### src/rtl/axil_uart_regs.sv
// axil_uart_regs - AXI4-Lite slave register front-end for a UART core.
// Register map, decoded on addr[3:2]:
//   0x0 RX   (RO)  pops one byte from the UART RX FIFO, SLVERR when empty
//   0x4 TX   (WO)  pushes one byte into the UART TX FIFO, SLVERR when full
//   0x8 STAT (RO)  bit0 = RX data available, bit3 = TX full, bit4 = IRQ enable
//   0xC CTRL (RW)  bit4 = interrupt enable
// Optional build macro AXIL_UART_WSTRB_EN: when defined, TX and CTRL writes
// only take effect if WSTRB[0] is set; otherwise WSTRB is ignored.
module axil_uart_regs #(
    parameter int C_S_AXI_ADDR_WIDTH = 4,
    parameter int C_S_AXI_DATA_WIDTH = 32
) (
    input  logic                            Clk,
    input  logic                            Reset,
    // write address channel
    input  logic [C_S_AXI_ADDR_WIDTH-1:0]   S_AXI_AWADDR,
    input  logic                            S_AXI_AWVALID,
    output logic                            S_AXI_AWREADY,
    // write data channel
    input  logic [C_S_AXI_DATA_WIDTH-1:0]   S_AXI_WDATA,
    input  logic [3:0]                      S_AXI_WSTRB,
    input  logic                            S_AXI_WVALID,
    output logic                            S_AXI_WREADY,
    // write response channel
    output logic [1:0]                      S_AXI_BRESP,
    output logic                            S_AXI_BVALID,
    input  logic                            S_AXI_BREADY,
    // read address channel
    input  logic [C_S_AXI_ADDR_WIDTH-1:0]   S_AXI_ARADDR,
    input  logic                            S_AXI_ARVALID,
    output logic                            S_AXI_ARREADY,
    // read data channel
    output logic [C_S_AXI_DATA_WIDTH-1:0]   S_AXI_RDATA,
    output logic [1:0]                      S_AXI_RRESP,
    output logic                            S_AXI_RVALID,
    input  logic                            S_AXI_RREADY,
    // UART RX FIFO (show-ahead)
    input  logic [7:0]                      RX_data,
    input  logic                            Empty,
    output logic                            rd_uart_en,
    // UART TX FIFO
    output logic [7:0]                      TX_data,
    output logic                            wr_uart_en,
    input  logic                            Full,
    // level interrupt
    output logic                            Interrupt
);

    localparam logic [1:0] RESP_OKAY   = 2'b00;
    localparam logic [1:0] RESP_SLVERR = 2'b10;

    localparam logic [1:0] REG_RX   = 2'd0;
    localparam logic [1:0] REG_TX   = 2'd1;
    localparam logic [1:0] REG_STAT = 2'd2;
    localparam logic [1:0] REG_CTRL = 2'd3;

    typedef enum logic {W_IDLE, W_RESP} wstate_t;
    typedef enum logic {R_IDLE, R_DATA} rstate_t;

    // ------------------------------------------------------------------
    // Write path state
    // ------------------------------------------------------------------
    wstate_t                          r_wstate;
    wstate_t                          w_wstate_next;
    logic                             r_aw_held;
    logic                             r_w_held;
    logic [1:0]                       r_aw_reg;
    logic [7:0]                       r_wdata_lo;
    logic                             r_wstrb0;
    logic                             r_ctrl_ie;
    logic [7:0]                       r_tx_data;
    logic                             r_wr_uart_en;
    logic [1:0]                       r_bresp;
    logic                             r_irq;

    logic                             w_aw_hs;
    logic                             w_w_hs;
    logic                             w_exec;
    logic                             w_strb_ok;
    logic                             w_push;
    logic                             w_ctrl_wr;
    logic [1:0]                       w_bresp_next;

    // ------------------------------------------------------------------
    // Read path state
    // ------------------------------------------------------------------
    rstate_t                          r_rstate;
    rstate_t                          w_rstate_next;
    logic [C_S_AXI_DATA_WIDTH-1:0]    r_rdata;
    logic [1:0]                       r_rresp;
    logic [C_S_AXI_DATA_WIDTH-1:0]    w_rdata_next;
    logic [1:0]                       w_rresp_next;
    logic                             w_ar_hs;
    logic                             w_pop;

    // Address bits outside [3:2], upper data bits and most strobes carry no meaning here.
    logic                             w_unused;
    assign w_unused = &{1'b0, S_AXI_AWADDR, S_AXI_ARADDR,
                        S_AXI_WDATA[C_S_AXI_DATA_WIDTH-1:8], S_AXI_WSTRB, r_wstrb0};

`ifdef AXIL_UART_WSTRB_EN
    assign w_strb_ok = r_wstrb0;
`else
    assign w_strb_ok = 1'b1;
`endif

    // Readies are forced low while Reset is held so no handshake (and hence
    // no pop) can slip through in the first reset cycle.
    assign S_AXI_AWREADY = ~Reset & (r_wstate == W_IDLE) & ~r_aw_held;
    assign S_AXI_WREADY  = ~Reset & (r_wstate == W_IDLE) & ~r_w_held;
    assign S_AXI_ARREADY = ~Reset & (r_rstate == R_IDLE);

    assign w_aw_hs = S_AXI_AWVALID & S_AXI_AWREADY;
    assign w_w_hs  = S_AXI_WVALID  & S_AXI_WREADY;
    assign w_ar_hs = S_AXI_ARVALID & S_AXI_ARREADY;

    assign S_AXI_BVALID = (r_wstate == W_RESP);
    assign S_AXI_BRESP  = r_bresp;
    assign S_AXI_RVALID = (r_rstate == R_DATA);
    assign S_AXI_RDATA  = r_rdata;
    assign S_AXI_RRESP  = r_rresp;

    assign TX_data    = r_tx_data;
    assign wr_uart_en = r_wr_uart_en;
    assign rd_uart_en = w_pop;
    assign Interrupt  = r_irq;

    // Write FSM next state: execute once address and data are both held.
    always_comb begin
        // NOTE: every signal driven here gets a default first, so no path leaves it unassigned and no latch is inferred.
        w_wstate_next = r_wstate;
        w_exec        = 1'b0;
        w_push        = 1'b0;
        w_ctrl_wr     = 1'b0;
        w_bresp_next  = r_bresp;
        case (r_wstate)
            W_IDLE: begin
                if (r_aw_held && r_w_held) begin
                    w_exec        = 1'b1;
                    w_wstate_next = W_RESP;
                    w_bresp_next  = RESP_OKAY;
                    if (r_aw_reg == REG_TX && w_strb_ok) begin
                        if (Full) begin
                            w_bresp_next = RESP_SLVERR;
                        end else begin
                            w_push = 1'b1;
                        end
                    end
                    if (r_aw_reg == REG_CTRL && w_strb_ok) begin
                        w_ctrl_wr = 1'b1;
                    end
                end
            end
            W_RESP: begin
                if (S_AXI_BREADY) begin
                    w_wstate_next = W_IDLE;
                end
            end
            default: w_wstate_next = W_IDLE;
        endcase
    end

    // Write FSM state register.
    always_ff @(posedge Clk) begin
        // NOTE: sequential state uses non-blocking assignments so every flop samples pre-edge values.
        if (Reset) begin
            r_wstate <= W_IDLE;
        end else begin
            r_wstate <= w_wstate_next;
        end
    end

    // Write datapath: latch AW and W independently, then push / update CTRL on execute.
    always_ff @(posedge Clk) begin
        if (Reset) begin
            r_aw_held    <= 1'b0;
            r_w_held     <= 1'b0;
            r_aw_reg     <= 2'd0;
            r_wdata_lo   <= 8'd0;
            r_wstrb0     <= 1'b0;
            r_ctrl_ie    <= 1'b0;
            r_tx_data    <= 8'd0;
            r_wr_uart_en <= 1'b0;
            r_bresp      <= RESP_OKAY;
        end else begin
            r_wr_uart_en <= w_push;
            r_bresp      <= w_bresp_next;
            if (w_exec) begin
                r_aw_held <= 1'b0;
                r_w_held  <= 1'b0;
            end else begin
                if (w_aw_hs) begin
                    r_aw_held <= 1'b1;
                    r_aw_reg  <= S_AXI_AWADDR[3:2];
                end
                if (w_w_hs) begin
                    r_w_held   <= 1'b1;
                    r_wdata_lo <= S_AXI_WDATA[7:0];
                    r_wstrb0   <= S_AXI_WSTRB[0];
                end
            end
            if (w_push) begin
                r_tx_data <= r_wdata_lo;
            end
            if (w_ctrl_wr) begin
                r_ctrl_ie <= r_wdata_lo[4];
            end
        end
    end

    // Read FSM next state and response data; the RX pop fires in the AR handshake cycle.
    always_comb begin
        w_rstate_next = r_rstate;
        w_rdata_next  = r_rdata;
        w_rresp_next  = r_rresp;
        w_pop         = 1'b0;
        case (r_rstate)
            R_IDLE: begin
                if (w_ar_hs) begin
                    w_rstate_next = R_DATA;
                    w_rdata_next  = '0;
                    w_rresp_next  = RESP_OKAY;
                    case (S_AXI_ARADDR[3:2])
                        REG_RX: begin
                            if (Empty) begin
                                w_rresp_next = RESP_SLVERR;
                            end else begin
                                w_rdata_next[7:0] = RX_data;
                                w_pop             = 1'b1;
                            end
                        end
                        REG_STAT: begin
                            w_rdata_next[0] = ~Empty;
                            w_rdata_next[3] = Full;
                            w_rdata_next[4] = r_ctrl_ie;
                        end
                        REG_CTRL: begin
                            w_rdata_next[4] = r_ctrl_ie;
                        end
                        default: begin
                            w_rdata_next = '0;
                        end
                    endcase
                end
            end
            R_DATA: begin
                if (S_AXI_RREADY) begin
                    w_rstate_next = R_IDLE;
                end
            end
            default: w_rstate_next = R_IDLE;
        endcase
    end

    // Read FSM state register plus registered RDATA/RRESP.
    always_ff @(posedge Clk) begin
        if (Reset) begin
            r_rstate <= R_IDLE;
            r_rdata  <= '0;
            r_rresp  <= RESP_OKAY;
        end else begin
            r_rstate <= w_rstate_next;
            r_rdata  <= w_rdata_next;
            r_rresp  <= w_rresp_next;
        end
    end

    // Registered level interrupt: enabled and either RX has data or TX has room.
    always_ff @(posedge Clk) begin
        if (Reset) begin
            r_irq <= 1'b0;
        end else begin
            r_irq <= r_ctrl_ie & (~Empty | ~Full);
        end
    end

endmodule

### config.mk
export PLATFORM = sky130hd
export DESIGN_NAME = axil_uart_regs
export DESIGN_NICKNAME = d
export VERILOG_FILES = /design/src/rtl/axil_uart_regs.sv
export SDC_FILE = /design/constraint.sdc
export NUM_CORES = 1
export LEC_CHECK = 0
export ABC_AREA = 1
export ABC_CLOCK_PERIOD_IN_PS = 1500
export BUFFER_PORTS_ARGS = -buffer_cell sky130_fd_sc_hd__buf_2
export CORE_UTILIZATION = 41
export DETAILED_ROUTE_END_ITERATION = 10
export GPL_TIMING_DRIVEN = 1
export PLACE_DENSITY = 0.78
export SLEW_MARGIN = 15
export SYNTH_ARGS = -nofsm -noshare
export SYNTH_HDL_FRONTEND = slang
export SYNTH_SLANG_ARGS = --single-unit
export TNS_END_PERCENT = 100
### constraint.sdc
create_clock -name Clk -period 1.5 [get_ports Clk]
set_input_delay 0.3 -clock Clk [delete_from_list [all_inputs] [get_ports Clk]]
set_output_delay 0.3 -clock Clk [all_outputs]
set_load 0.005 [all_outputs]
; ---- Word-level counts from Yosys, hierarchy flattened
; Index checks and enable logic that the tools add are counted.
[op_classes]
eq_ne = 4
n_mux = 28
bitwise_logic = 17
n_reduce_logical = 8
[ops]
columns = operator, count
row1 = $mux W1, 16
row2 = $mux W2, 5
row3 = $pmux W1 S2, 5
row4 = $and A1 B1 Y1, 8
row5 = $mux W8, 1
row6 = $not A1 Y1, 8
row7 = $reduce_and A2 Y1, 4
row8 = $eq A2 B2 Y1 const B, 3
row9 = $reduce_or A2 Y1, 2
row10 = $mux W3, 1
row11 = $eq A2 B1 Y1 const B, 1
row12 = $logic_not A2 Y1, 1
row13 = $logic_and A1 B1 Y1, 1
row14 = $or A1 B1 Y1, 1
[totals]
regBits = 37
output_inout_bits = 52
elab_cells = 70

; ---- Longest topological paths before layout
[depth]
word_depth = 5
ltp_mapped = 7
ltp_nobuf = 6

; ---- Least setup slack after synthesis
; Ideal clock, no wire load.
[synth_timing]
kind = register to output
startpoint = register r_rstate, in the netlist S_AXI_RVALID
endpoint = output rd_uart_en
arrival_time_ns = 0.836
setup_slack_ns = 0.364
stages_incl_launch_ff = 5
n_path_buf = 1
cell_sequence = dfxtp_1 nor2_2 nand2_2 buf_4 nor4_2
[synth_via]
elab_chain_len = 5
[synth_lines]
columns = item, line
row1 = "start, declared", 87  ; rstate_t r_rstate;
row2 = "start signal, assigned", 262  ; r_rstate <= w_rstate_next;
row3 = $not A1 Y1 (no source line), -
row4 = $and A1 B1 Y1, 111  ; assign S_AXI_ARREADY = ~Reset & (r_rstate == R_IDLE);
row5 = via S_AXI_ARREADY, 31  ; output logic S_AXI_ARREADY,
row6 = $and A1 B1 Y1, 115  ; assign w_ar_hs = S_AXI_ARVALID & S_AXI_ARREADY;
row7 = $mux W1, 219  ; if (w_ar_hs) begin
row8 = $mux W1, 217  ; case (r_rstate)
row9 = "end, declared", 40  ; output logic rd_uart_en,
; The timed path passes the listed nets, and every way through them passes these cells.

; ---- Final worst setup path
[layout_timing]
startpoint = register r_rstate, in the netlist S_AXI_RVALID
endpoint = output rd_uart_en
[layout_via]
elab_chain_len = 5
[layout_lines]
columns = item, line
row1 = $not A1 Y1 (no source line), -
row2 = $and A1 B1 Y1, 111
row3 = $and A1 B1 Y1, 115
row4 = $mux W1, 219
row5 = $mux W1 *, 217
; Mark *: on every way between the ends. The rest lies on a longest branch, timed or not.

==> results.yml <==
outcome:
  status: "finished, final reports clean"
routing:
  routed_wl_um: 3190
  wl_per_cell_um: 9.17
  via_per_inst: 4.22
  drt_drc_violations_left: 0
  drt_iter0_drc: 61
  num_vias: 1467
  final_antenna_net_count: 0
  drtPass1Iterations: 6
logic_synthesis:
  synth-seq-area-share_pct: 41.8
  yosysUniqueCellTypes: 23
  synth_cells: 237
  ys_warn_count: 0
  ys.flop_type: "dfxtp_1"
  synth_area_leaders: "dfxtp_1, nand2_1, buf_4, nor2_1, inv_1"
  synth_area_mm2: 0.00168
  ys_top_cells_by_count: "nand2_1, nor2_1, dfxtp_1, buf_4, inv_1"
  synth_seq_cells: 35
  synth_edf_count: 0
  synth_top_cell_area_share_pct: 41.8
  async_reset_ff_share_pct: 0
  synth_area_per_cell_um2: 7.07
  yosysTopAreaCell: "dfxtp_1"
  synth_most_common_cell: "nand2_1"
worst_setup_path:
  critPathArrivalTime_ns: 1.10
  crit_end: "rd_uart_en"
  crit_slowest_cell: "dfxtp_1"
  r2r_setup_slack_ns: 0.14
  worstSetupPathType: "reg2out"
  crit_fanout: 4
  endpoint_kind: "output port"
  crit_path_max_incr_delay_ns: 0.33
  startpoint_type: "flop"
  worstReg2RegEnd: "S_AXI_RRESP[1]"
  timing.rr.start: "S_AXI_RVALID"
  r2r.worst_path.cells: 8
  crit_start: "S_AXI_RVALID"
  crit_path_cell_trace: "nor2_2 -> nand2_2 -> nor4_2 -> buf_2"
  crit_required_ns: 1.20
final_layout:
  area_delta_synth_final_pct: 20.4
  final_cell_area_mm2: 0.00202
  drive_gt1_share_pct: 27.3
  nNetsFinal: 361
  n_fill_cell: 395
  antennaDiodeCount: 0
  finish.utilization_pct: 53.2
  finalNonFillerCells: 348
pwr:
  leakage_uw: 0.00106
  clkPwrFrac_pct: 35.3
  total_power_uw: 1870
  internal_power_uw: 1420
  seq_power_share_pct: 52.4
  combPwrFrac_pct: 12.3
  power.net_switching_uw: 456
  ir_drop_uv: 648
  power_density_mw_per_mm2: 927
  switching_share_pct: 24.4
global_route:
  grt_pass1_vias: 1241
  grt_remaining_overflow: 0
  antenna_found_initial: 0
  globalRouteTotalUtil_pct: 15.8
  grt_max_degree: 18
  grt_first_pass_wirelength_um: 5140
floorplanning:
  fp.dieArea_mm2: 0.00435
  core_area_mm2: 0.00380
  ioPinCount: 113
  dieWidth_um: 65.9
  rows: 22
  dieHeight_um: 65.9
  initial_core_util_pct: 44.1
timing:
  finClkSkew_ns: 0.00241
  fin_crit_sh_pct: 93.3
  final-hold-violation-count: 0
  setup_viol: 0
  fin_crit_ns: 1.40
  rsz0062_at_grt: "no"
  slew_viol_final: 0
  tns_ns: 0
  max_freq_mhz: 715
place:
  dp_hpwl_um: 2450
  dpl_cell_area_mm2: 0.00190
  portBuffers: 54
  finalWeightedCongestion: 0.812
  dpl.cell_count: 337
min_path:
  holdPathStages: 2
  holdCritPathClass: "in2reg"
clock_network:
  clk_pin_slew_ns: 0.06
  clk_latency_ns: 0.28
  cts_made_buffers: 5
  cts_tree: "done"
  ctsResizeCount: 0
  cts.path.max_buffers: 2
  cts_max_level: 2
  cts_root_buffer: "clkbuf_8"
  hold_buffers: 0
  cts_sinks: 35
flow_run:
  maxCapViolations: 0
## per-layer routing
layer	vias up	global-route usage [%]	routed length (µm)
met5	-	0	0
met3	2	5.69	167
li1	795	-	-
met2	42	27.7	1590
met4	0	6.12	21
met1	628	17.2	1410
## layout by cell type, fill, tap and decap left out, types with 2 or more instances in the layout
cell type  count
dfxtp_1       35
conb_1        26
nor2_2         3
o21ai_0        4
buf_2         54
nand2_1       60
nand3b_1       2
inv_1         20
inv_2          2
a21oi_1       12
nand3_1        8
nor2_1        48
buf_4         10
clkbuf_8       6
nor2_4         2
## critical path: cells and delay by family, from the launching register on
family,cells,cell delay [ns]
AND/OR/NAND/NOR,3,0.34
flip-flops,1,0.33
buffers and inverters,1,0.14
## through the flow
stage | hold slack, ns | setup slack, ns
floorplan | 0.391 | 0.364
global placement | 0.449 | 0.205
detailed placement | 0.453 | 0.201
CTS | 0.213 | 0.0534
global route | 0.203 | 0.0127
finish | 0.224 | 0.100
## area by class of cell
| cell class | count | area, µm² | share of cell area, % |
|---|---|---|---|
| tap | 48 | 60.1 | 2.97 |
| clock buffer | 6 | 82.6 | 4.09 |
| clock inverter | 1 | 5.00 | 0.248 |
| timing repair buffer | 64 | 345 | 17.1 |
| inverter | 22 | 82.6 | 4.09 |
| multi-input combinational | 172 | 743 | 36.8 |
| sequential | 35 | 701 | 34.7 |
## worst min path at each step
stage,start,endpoint,slack (ns)
3_5_place_dp,S_AXI_RDATA[6],S_AXI_RDATA[6],0.45
6_report,S_AXI_BREADY,S_AXI_BVALID,0.22
3_3_place_gp,S_AXI_RDATA[1],S_AXI_RDATA[1],0.45
4_1_cts,S_AXI_BREADY,S_AXI_BVALID,0.21
5_1_grt,S_AXI_BREADY,S_AXI_BVALID,0.20
2_1_floorplan,Full,Interrupt,0.39
## power by group through the flow
stage | clock network, µW | logic, µW | registers (µW)
after global routing | 731 | 267 | 984
after detailed placement | 0 | 220 | 1000
after global placement | 0 | 217 | 1000
after floorplan | 0 | 187 | 999
final | 661 | 231 | 981
after CTS | 687 | 221 | 981
## cell families after synthesis
family,count (synthesis),share of synthesized area (%)
AND/OR/NAND/NOR,129,33.4
AO/OA/AOI/OAI,17,5.15
flip-flops,35,41.8
other,1,0.224
buffers and inverters,55,19.5
## repair_timing
action                                 in CTS  in global routing
endpoints found under the hold margin       0                  0
setup endpoints to repair                   0                  1
setup buffers                               0                  4
(Power assumes the default switching activity.)
